### src/rtl/uart_pkg.sv
// Shared receiver definitions: FSM states, oversampling constants and the
// baud tick divider helper.
package uart_pkg;

  typedef enum logic [2:0] {
    IDLE,
    START,
    DATA,
    STOP,
    WAIT_HIGH
  } rx_state_e;

  localparam int OVERSAMPLE = 16;
  localparam int SAMPLE_LO  = 7;
  localparam int SAMPLE_MID = 8;
  localparam int SAMPLE_HI  = 9;
  localparam int DATA_BITS  = 8;

  // Clocks per oversample tick, floored at 1 so very slow clocks still tick.
  function automatic int calc_tick_div(input int clk_freq, input int baud);
    int d;
    d = clk_freq / (baud * OVERSAMPLE);
    if (d < 1) d = 1;
    return d;
  endfunction

endpackage

### src/rtl/sync_fifo.sv
// Single-clock show-ahead FIFO: pop_data is the head entry whenever empty=0.
// Pointers carry one extra wrap bit so full and empty are distinguishable.
module sync_fifo #(
  parameter int WIDTH = 8,
  parameter int DEPTH = 2
) (
  input  logic             clock,
  input  logic             reset,
  input  logic             push,
  input  logic [WIDTH-1:0] push_data,
  input  logic             pop,
  output logic [WIDTH-1:0] pop_data,
  output logic             full,
  output logic             empty,
  output logic             overflow
);

  localparam int AW = (DEPTH > 1) ? $clog2(DEPTH) : 1;

  logic [WIDTH-1:0] mem [DEPTH];
  logic [AW:0]      wr_ptr;
  logic [AW:0]      rd_ptr;
  logic             do_push;
  logic             do_pop;

  // Handshake: pop is honoured only while empty=0; push is accepted while
  // full=0, or while full when a pop frees the head slot in the same cycle.
  // A push that cannot be accepted raises overflow for that cycle and is lost.
  assign empty    = (wr_ptr == rd_ptr);
  assign full     = (wr_ptr[AW] != rd_ptr[AW]) && (wr_ptr[AW-1:0] == rd_ptr[AW-1:0]);
  assign do_pop   = pop & ~empty;
  assign do_push  = push & (~full | do_pop);
  assign overflow = push & ~do_push;
  assign pop_data = mem[rd_ptr[AW-1:0]];

  always_ff @(posedge clock) begin
    if (reset) begin
      wr_ptr <= '0;
      rd_ptr <= '0;
      for (int i = 0; i < DEPTH; i++) mem[i] <= '0;
    end else begin
      if (do_push) begin
        mem[wr_ptr[AW-1:0]] <= push_data;
        wr_ptr              <= wr_ptr + 1'b1;
      end
      if (do_pop) rd_ptr <= rd_ptr + 1'b1;
    end
  end

endmodule

### src/rtl/uart_receiver.sv
// 8N1 UART receiver with 16x oversampling, 3-sample majority voting and a
// show-ahead receive FIFO feeding the control block.
module uart_receiver
  import uart_pkg::*;
#(
  parameter int CLK_FREQ = 50_000_000,
  parameter int BAUD     = 115200,
  parameter int DEPTH    = 2
) (
  input  logic       clock,
  input  logic       reset,
  input  logic       rx,
  output logic [7:0] uart_rx_fifo_data,
  input  logic       uart_rx_fifo_read,
  output logic       uart_rx_fifo_full,
  output logic       uart_rx_fifo_empty,
  output logic       frame_error,
  output logic       overrun,
  output rx_state_e  dbg_state
);

  localparam int TICK_DIV = calc_tick_div(CLK_FREQ, BAUD);
  localparam int DIV_W    = (TICK_DIV > 1) ? $clog2(TICK_DIV) : 1;

  rx_state_e        state, state_next;
  logic             sync1, sync2, rx_prev;
  logic [1:0]       settle_cnt;
  logic             armed;
  logic [DIV_W-1:0] div_cnt;
  logic             tick;
  logic [3:0]       tick_cnt;
  logic [2:0]       bit_cnt;
  logic [7:0]       shreg;
  logic             s_lo, s_mid;
  logic             start_edge, vote;
  logic             at_lo, at_mid, at_hi;
  logic             push, fe_cond, shift_en, clr_ticks;
  logic             fifo_overflow;

  assign tick  = (div_cnt == DIV_W'(TICK_DIV - 1));
  assign at_lo  = tick && (tick_cnt == 4'(SAMPLE_LO - 1));
  assign at_mid = tick && (tick_cnt == 4'(SAMPLE_MID - 1));
  assign at_hi  = tick && (tick_cnt == 4'(SAMPLE_HI - 1));
  assign vote   = (s_lo & s_mid) | (s_lo & sync2) | (s_mid & sync2);
  // armed only once the line has been seen high through real synchronised data,
  // so a line held low across reset never looks like a start edge.
  assign start_edge = armed & rx_prev & ~sync2;
  assign dbg_state  = state;

  always_ff @(posedge clock) begin
    if (reset) state <= IDLE;
    else       state <= state_next;
  end

  always_comb begin
    state_next = state;
    push       = 1'b0;
    fe_cond    = 1'b0;
    shift_en   = 1'b0;
    clr_ticks  = 1'b0;
    case (state)
      IDLE: begin
        if (start_edge) begin
          state_next = START;
          clr_ticks  = 1'b1;
        end
      end
      START: begin
        if (at_hi) state_next = vote ? IDLE : DATA;
      end
      DATA: begin
        if (at_hi) begin
          shift_en = 1'b1;
          if (bit_cnt == 3'(DATA_BITS - 1)) state_next = STOP;
        end
      end
      STOP: begin
        if (at_hi) begin
          if (vote) begin
            push       = 1'b1;
            state_next = IDLE;
          end else begin
            fe_cond    = 1'b1;
            state_next = WAIT_HIGH;
          end
        end
      end
      WAIT_HIGH: begin
        if (sync2) state_next = IDLE;
      end
      default: state_next = IDLE;
    endcase
  end

  // The tick count runs freely across bit windows; each 16-tick wrap opens the
  // next window, so every bit is voted at ticks 7/8/9 of its own window.
  always_ff @(posedge clock) begin
    if (reset) begin
      sync1       <= 1'b1;
      sync2       <= 1'b1;
      rx_prev     <= 1'b1;
      settle_cnt  <= '0;
      armed       <= 1'b0;
      div_cnt     <= '0;
      tick_cnt    <= '0;
      bit_cnt     <= '0;
      shreg       <= '0;
      s_lo        <= 1'b1;
      s_mid       <= 1'b1;
      frame_error <= 1'b0;
      overrun     <= 1'b0;
    end else begin
      sync1   <= rx;
      sync2   <= sync1;
      rx_prev <= sync2;
      if (settle_cnt != 2'd2) settle_cnt <= settle_cnt + 2'd1;
      if (settle_cnt == 2'd2 && sync2) armed <= 1'b1;

      if (clr_ticks || tick) div_cnt <= '0;
      else                   div_cnt <= div_cnt + 1'b1;

      if (clr_ticks) begin
        tick_cnt <= '0;
        bit_cnt  <= '0;
      end else if (tick) begin
        tick_cnt <= tick_cnt + 4'd1;
      end

      if (at_lo)  s_lo  <= sync2;
      if (at_mid) s_mid <= sync2;
      if (shift_en) begin
        shreg   <= {vote, shreg[7:1]};
        bit_cnt <= bit_cnt + 3'd1;
      end

      frame_error <= fe_cond;
      overrun     <= fifo_overflow;
    end
  end

  sync_fifo #(
    .WIDTH(8),
    .DEPTH(DEPTH)
  ) u_rx_fifo (
    .clock    (clock),
    .reset    (reset),
    .push     (push),
    .push_data(shreg),
    .pop      (uart_rx_fifo_read),
    .pop_data (uart_rx_fifo_data),
    .full     (uart_rx_fifo_full),
    .empty    (uart_rx_fifo_empty),
    .overflow (fifo_overflow)
  );

endmodule
### config.mk
export PLATFORM = sky130hd
export DESIGN_NAME = uart_receiver
export DESIGN_NICKNAME = d
export VERILOG_FILES = /design/src/rtl/uart_pkg.sv /design/src/rtl/sync_fifo.sv /design/src/rtl/uart_receiver.sv
export SDC_FILE = /design/constraint.sdc
export NUM_CORES = 1
export LEC_CHECK = 0
export BUFFER_PORTS_ARGS = -buffer_cell sky130_fd_sc_hd__clkbuf_2
export CORE_MARGIN = 2
export CORE_UTILIZATION = 34
export DETAILED_ROUTE_END_ITERATION = 8
export PLACE_DENSITY = 0.61
export SLEW_MARGIN = 25
export SYNTH_ARGS = -nofsm -noshare
export SYNTH_HDL_FRONTEND = slang
export SYNTH_SLANG_ARGS = --single-unit
### constraint.sdc
create_clock -name clock -period 3.6 [get_ports clock]
set_input_delay 0 -clock clock [delete_from_list [all_inputs] [get_ports clock]]
set_output_delay 0 -clock clock [all_outputs]
set_load 0.01 [all_outputs]
==> results of run 1 <==
## cell type report
class	instances	area (sq um)
Clock buffer	5	68.8
Clock inverter	3	20.0
Fill cell	671	4140
Inverter	5	18.8
Multi-Input combinational cell	144	1120
Sequential cell	54	1240
Tap cell	96	120
Timing Repair Buffer	19	100
## worst max-delay path: stages (launching register included)
cell and delay, ps:
dfxtp_1 670, xor2_1 370, o31a_1 240, nand2_2 180
o21bai_1 670
## layer usage
metal	up-vias	wire length [microns]	global-route usage, %
met5	-	0	0
met2	19	1920	18.1
met4	0	16	3.72
li1	780	-	-
met1	705	2110	14.7
met3	2	126	2.99
## cells in the final DEF (no fill, tap or decap), types with 2 or more instances in the layout
cell / instances
and4b_1: 3
xnor2_1: 3
nor3_1: 5
nand3_1: 4
nor4b_2: 7
or2_1: 3
and2_1: 9
ha_1: 8
nand2_1: 4
clkbuf_8: 5
clkbuf_2: 18
mux2i_1: 10
inv_1: 5
a21oi_1: 5
edfxtp_1: 16
nand2b_1: 4
nor2_1: 29
nor2b_1: 3
dfxtp_1: 38
o21ai_1: 2
nand4b_1: 4
mux2_1: 9
nand3b_1: 3
xor2_1: 9
## sequential cells by signal, indices dropped and copies added (netlist names), named ones only
| register | count |
|---|---|
| tick_cnt | 4 |
| shreg | 8 |
| u_rx_fifo.wr_ptr | 2 |
| sync1 | 1 |
| frame_error | 1 |
| sync2 | 1 |
| overrun | 1 |
| settle_cnt | 2 |
| u_rx_fifo.rd_ptr | 2 |
| bit_cnt | 3 |
| dbg_state | 3 |
| armed | 1 |
| s_lo | 1 |
| rx_prev | 1 |
| u_rx_fifo.mem | 16 |
| div_cnt | 5 |
| s_mid | 1 |
## timing repair
action,CTS,global route
hold buffers,1,0
gates resized for setup,0,0
endpoints found under the hold margin,1,0
## cells in the mapped netlist (2+ instances only)
library cell and n:
nand2b_1 4, nor4b_2 7, mux2i_1 10, and4b_1 3, clkbuf_1 6, a21oi_1 5, buf_2 2, nor3_1 5
nor2_1 29, edfxtp_1 16, inv_1 5, mux2_1 9, nand2_1 4, ha_1 8, o21ai_1 2, and2_1 9
nor2b_1 3, nand4b_1 4, xor2_1 9, or2_1 3, nand3b_1 3, dfxtp_1 38, xnor2_1 3, nand3_1 4
## kinds of logic (layout without fill, tap and decap cells)
kind of cell | count (synthesis) | count (layout) | share of synthesized area, %
XOR/XNOR | 12 | 12 | 4.33
buffers and inverters | 15 | 32 | 2.73
AND/OR/NAND/NOR | 89 | 89 | 24.3
AO/OA/AOI/OAI | 14 | 14 | 3.92
adder cells (fa/ha/maj) | 9 | 9 | 4.59
flip-flops | 54 | 54 | 51.2
multiplexers | 20 | 20 | 8.92
## final timing paths
kind	endpoint	slack (ps)	depth (start not counted)
setup / recovery	u_rx_fifo.mem[0][5]	1100	4
hold / removal	overrun	70	2
setup reg to reg	u_rx_fifo.mem[0][5]	1100	4
hold reg to reg	sync2	410	1
## power breakdown
group	internal, uW	leakage [uW]	switching, uW
clock	138	0.0000422	203
combinational	33.6	0.000521	44.6
sequential	650	0.000473	15.9
total	821	0.00104	264
## per-stage QoR
stage	power (uW)	instance area [sq um]	hold slack, ps
finish	1090	2690	67.5
floorplan	739	2430	97.1
global placement	755	2590	215
detailed placement	759	2590	216
CTS	1100	2690	58.0
global route	1140	2690	60.0
==> impl_metrics.toml, run 1 <==
[outcome]
status = "complete, no violations"

[synth]
yosysTopAreaCellShare_pct = 31.4
yosysSeqAreaShare_pct = 51.2
netlist_area_sq_um = 2430
ys_seq_elements = 54
yosys.area.top_type = "dfxtp_1"
ys_warn_count = 0
synth.avg_cell_area_sq_um = 11.4
synthCells = 213
synthTopCellsByArea = "dfxtp_1, edfxtp_1, nor2_1"
synth_cell_types = 46
syn-num-nets = 225
async_reset_ff_share_pct = 0
synth_ff_type = "dfxtp_1"
synth_edf_count = 16

[clock_network]
root_buffer = "clkbuf_8"
cts_setup_buffers = 0
cts_tree = "yes"
htreeDepth = 2
clk_pin_slew_ps = 100
cts_sinks = 54
clkLatencyLatePin_ps = 300
cts_made_buffers = 5
ctsLongestPathBuffers = 2

[timing]
rsz0062_at_grt = "no"
worst_pin_slew_ps = 923
fin_crit_ps = 2500
finalHoldViolCount = 0
fin_ws_ps = 1100
clock.fmax_mhz = 400
slew_headroom_pct = 38.5
setup_viol = 0
finalCritPeriodShare_pct = 69.4
finClkSkew_ps = 8.88
setup_tns_ps = 0
maxSlewViolCount = 0

[min_path]
hp-class = "input pin to flip-flop"
hold_start = "uart_rx_fifo_read"

[setup_path]
cp.required_ps = 3540
rr_startpoint = "u_rx_fifo.wr_ptr[0]"
end_kind = "flip-flop"
cp_max_fo = 13
path_class = "flip-flop to flip-flop"
worstPathArrival_ps = 2440
startpoint = "u_rx_fifo.wr_ptr[0]"
critPathLaunchType = "flip-flop"

[grt]
antenna_found_initial = 0
grt_max_degree = 45
grt_overflow = 0
grt_pass1_vias = 1511
grt_usage_pct = 11.2
grt_pass1_wl_microns = 6930

[floorplan]
dieArea_sq_um = 7830
rows = 30
die_x_microns = 88.5
die_height_microns = 88.5
core_area_sq_um = 6830
boundaryPins = 19
start_util_pct = 35.5

[route]
first_pass_iters = 4
totalWireLength_microns = 4170
drcViolationCount = 0
ant_nets = 0
num_vias = 1506
wire_per_inst_microns = 12.8
drt_iter0_markers = 49
viasPerCell = 4.62

[final_layout]
area_growth_pct = 10.8
final_cells = 326
utilization_pct = 39.3
antennaDiodeCount = 0
nets = 241
drive_gt1_share_pct = 17.0

[pwr]
p_leak_uw = 0.00104
vdd_drop_max_uv = 248
power.density_nw_per_um2 = 404

[placed_design]
numPortBuffers = 18
dpl_worst_slack_ps = 1070
placedCellCount = 317
dp_hpwl_microns = 2850
globalplace.congestion = 0.704

[run]
cap_violations = 0
Note: power is estimated with default switching activity, not from simulation.
==> run 2: changes to the inputs <==
--- a/config.mk
+++ b/config.mk
@@ -5,11 +5,12 @@
 export SDC_FILE = /design/constraint.sdc
 export NUM_CORES = 1
 export LEC_CHECK = 0
+export ABC_AREA = 1
 export BUFFER_PORTS_ARGS = -buffer_cell sky130_fd_sc_hd__clkbuf_2
 export CORE_MARGIN = 2
 export CORE_UTILIZATION = 34
 export DETAILED_ROUTE_END_ITERATION = 8
-export PLACE_DENSITY = 0.61
+export PLACE_DENSITY = 0.63
 export SLEW_MARGIN = 25
 export SYNTH_ARGS = -nofsm -noshare
 export SYNTH_HDL_FRONTEND = slang
==> constraint.sdc (replaced) <==
create_clock -name clock -period 2.01 [get_ports clock]
set_input_delay 0 -clock clock [delete_from_list [all_inputs] [get_ports clock]]
set_output_delay 0 -clock clock [all_outputs]
set_load 0.01 [all_outputs]
==> run 2 against run 1 <==
Against the previous run:
- synthesized area increased by 0.52%
- critical path depth increased by 4
- largest power group unchanged
- design area increased by 3.0%
- flip-flop and latch count unchanged
- clock skew increased by 4.4 ps
- combinational power increased to 5.1 times the previous value
- power increased by 110%
- cell count increased by 22%
- setup slack got worse by 910 ps
==> impl_metrics.toml, run 2 <==
[outcome]
status = "complete, no violations"

[synth]
synth_cell_types = 30
netlist_area_sq_um = 2440
ys_seq_elements = 54
synthTopCellsByArea = "dfxtp_1, edfxtp_1, nor2_1"
syn-num-nets = 288
async_reset_ff_share_pct = 0
yosysSeqAreaShare_pct = 50.9
yosysTopAreaCellShare_pct = 31.2
synthCells = 276
ys_top_cells_by_count = "nor2_1, dfxtp_1, nand2_1"
yosys.area.top_type = "dfxtp_1"
synth_edf_count = 16
ys_warn_count = 0
yosysMostFrequentCell = "nor2_1"
synth.avg_cell_area_sq_um = 8.84
synth_ff_type = "dfxtp_1"

[pwr]
pwr-share-clk_pct = 28.2
power_frac_seq_pct = 54.2
intPower_uw = 1590
vdd_drop_max_uv = 526
total_power_uw = 2270
combPwrFrac_pct = 17.7
p_leak_uw = 0.00113
switching_share_pct = 30.2
power.density_nw_per_um2 = 821
power.switching_uw = 687

[setup_path]
end_kind = "flip-flop"
r2r_end = "u_rx_fifo.mem[0][7]"
startpoint = "div_cnt[0]"
cp_max_fo = 8
path_class = "flip-flop to flip-flop"
rr_startpoint = "div_cnt[0]"
critPathLaunchType = "flip-flop"
ff2ff_path_depth = 8
worstPathArrival_ps = 1820
cp.required_ps = 2010
r2r_slack_ps = 190

[timing]
slew_headroom_pct = 68.0
finalCritPeriodShare_pct = 90.4
fin_crit_ps = 1820
maxSlewViolCount = 0
rsz0062_at_grt = "no"
finalHoldViolCount = 0
setup_viol = 0
finClkSkew_ps = 13.3
worst_pin_slew_ps = 478
clock.fmax_mhz = 550
setup_tns_ps = 0

[route]
num_vias = 1795
viasPerCell = 4.50
wire_per_inst_microns = 10.7
drt_iter0_markers = 88
first_pass_iters = 4
drcViolationCount = 0
totalWireLength_microns = 4280
ant_nets = 0

[clock_network]
clkLatencyLatePin_ps = 320
cts_sinks = 54
clk_pin_slew_ps = 100
ctsLongestPathBuffers = 2
htreeDepth = 2
cts_setup_buffers = 0
cts_made_buffers = 5
cts_tree = "yes"
root_buffer = "clkbuf_8"

[floorplan]
dieArea_sq_um = 7870
core_area_sq_um = 6870
boundaryPins = 19
rows = 30
die_x_microns = 88.7
die_height_microns = 88.7
start_util_pct = 35.5

[final_layout]
layout_commonest_cell = "nor2_1"
largest_reg_flops = 16
drive_gt1_share_pct = 21.1
n_fill_cell = 696
mostFrequentLayoutCells = "nor2_1, dfxtp_1, nand2_1"
antennaDiodeCount = 0
top_register = "u_rx_fifo.mem"
nets = 314
reg_top3 = "u_rx_fifo.mem (16), shreg (8), div_cnt (5)"
area_growth_pct = 13.5

[min_path]
min_delay_path_depth = 3
hold_start = "reset"
holdPathEnd = "bit_cnt[1]"
hp-class = "input pin to flip-flop"

[placed_design]
numPortBuffers = 18
globalplace.congestion = 0.847
dp_hpwl_microns = 3190

[grt]
grt_pass1_vias = 1654
grt_max_degree = 20
grt_pass1_wl_microns = 7200
antenna_found_initial = 0
grt_overflow = 0
grt_usage_pct = 11.8

[run]
cap_violations = 0
[run 2: layout make-up]
type	count	area (sq um)	area share [%]
multi-input cells	180	1030	37.3
clock buffers	5	68.8	2.49
inverters	37	139	5.02
repair buffers	24	140	5.06
clock inverters	3	26.3	0.949
flip-flops and latches	54	1240	44.8
well taps	96	120	4.34
[run 2: logic make-up after synthesis]
group | count (synthesis) | share of synthesized area, %
fa+ha+maj | 8 | 4.10
buf+inv | 42 | 6.77
flops | 54 | 50.9
xor+xnor | 3 | 1.08
simple gates | 121 | 24.7
mux | 8 | 3.69
compound gates | 40 | 8.72
[run 2: power by group through the flow]
| stage | clock [uW] | sequential, uW | combinational [uW] |
|---|---|---|---|
| after floorplan | 0 | 1260 | 300 |
| after global placement | 0 | 1260 | 398 |
| after detailed placement | 0 | 1260 | 400 |
| after CTS | 669 | 1230 | 405 |
| after global routing | 705 | 1240 | 480 |
| final | 640 | 1230 | 401 |
[run 2: worst max path at each step]
stage	endpoint	slack, ps	cells past startpoint
after floorplan	u_rx_fifo.mem[0][0]	280	8
after global placement	u_rx_fifo.mem[0][3]	220	8
after detailed placement	u_rx_fifo.mem[0][4]	170	8
after CTS	u_rx_fifo.mem[0][7]	170	8
after global routing	u_rx_fifo.mem[0][7]	80	8
final	u_rx_fifo.mem[0][7]	190	8
[run 2: repair_timing]
item                                   4_1_cts  5_1_grt
endpoints found under the hold margin        4        0
hold buffers                                 2        0
resized for setup                            0        0
[run 2: through the flow]
step	cell area [sq um]	utilization, %	std cells	hold WS, ps	setup WS (ps)
final	2770	40.3	399	39.0	193
after global routing	2770	40.3	399	48.2	76.7
after CTS	2770	40.3	399	34.1	171
after detailed placement	2650	38.6	389	191	173
after global placement	2650	38.6	389	188	223
after floorplan	2440	-	276	104	276
[run 2: critical path, stage by stage (launching register included)]
cell and delay, ps:
dfxtp_1 350, inv_1 60, ha_1 190, nand2_2 80
nor2_4 160, nand2_4 100, nor3_4 190, nand4_4 100
nand2_1 280
[run 2: layer usage]
metal | vias up | wire (microns) | global-route usage [%]
met5 | - | 0 | 0
met3 | 9 | 208 | 4.38
met1 | 805 | 2120 | 14.8
met4 | 0 | 70 | 4.41
met2 | 29 | 1880 | 18.5
li1 | 952 | - | -
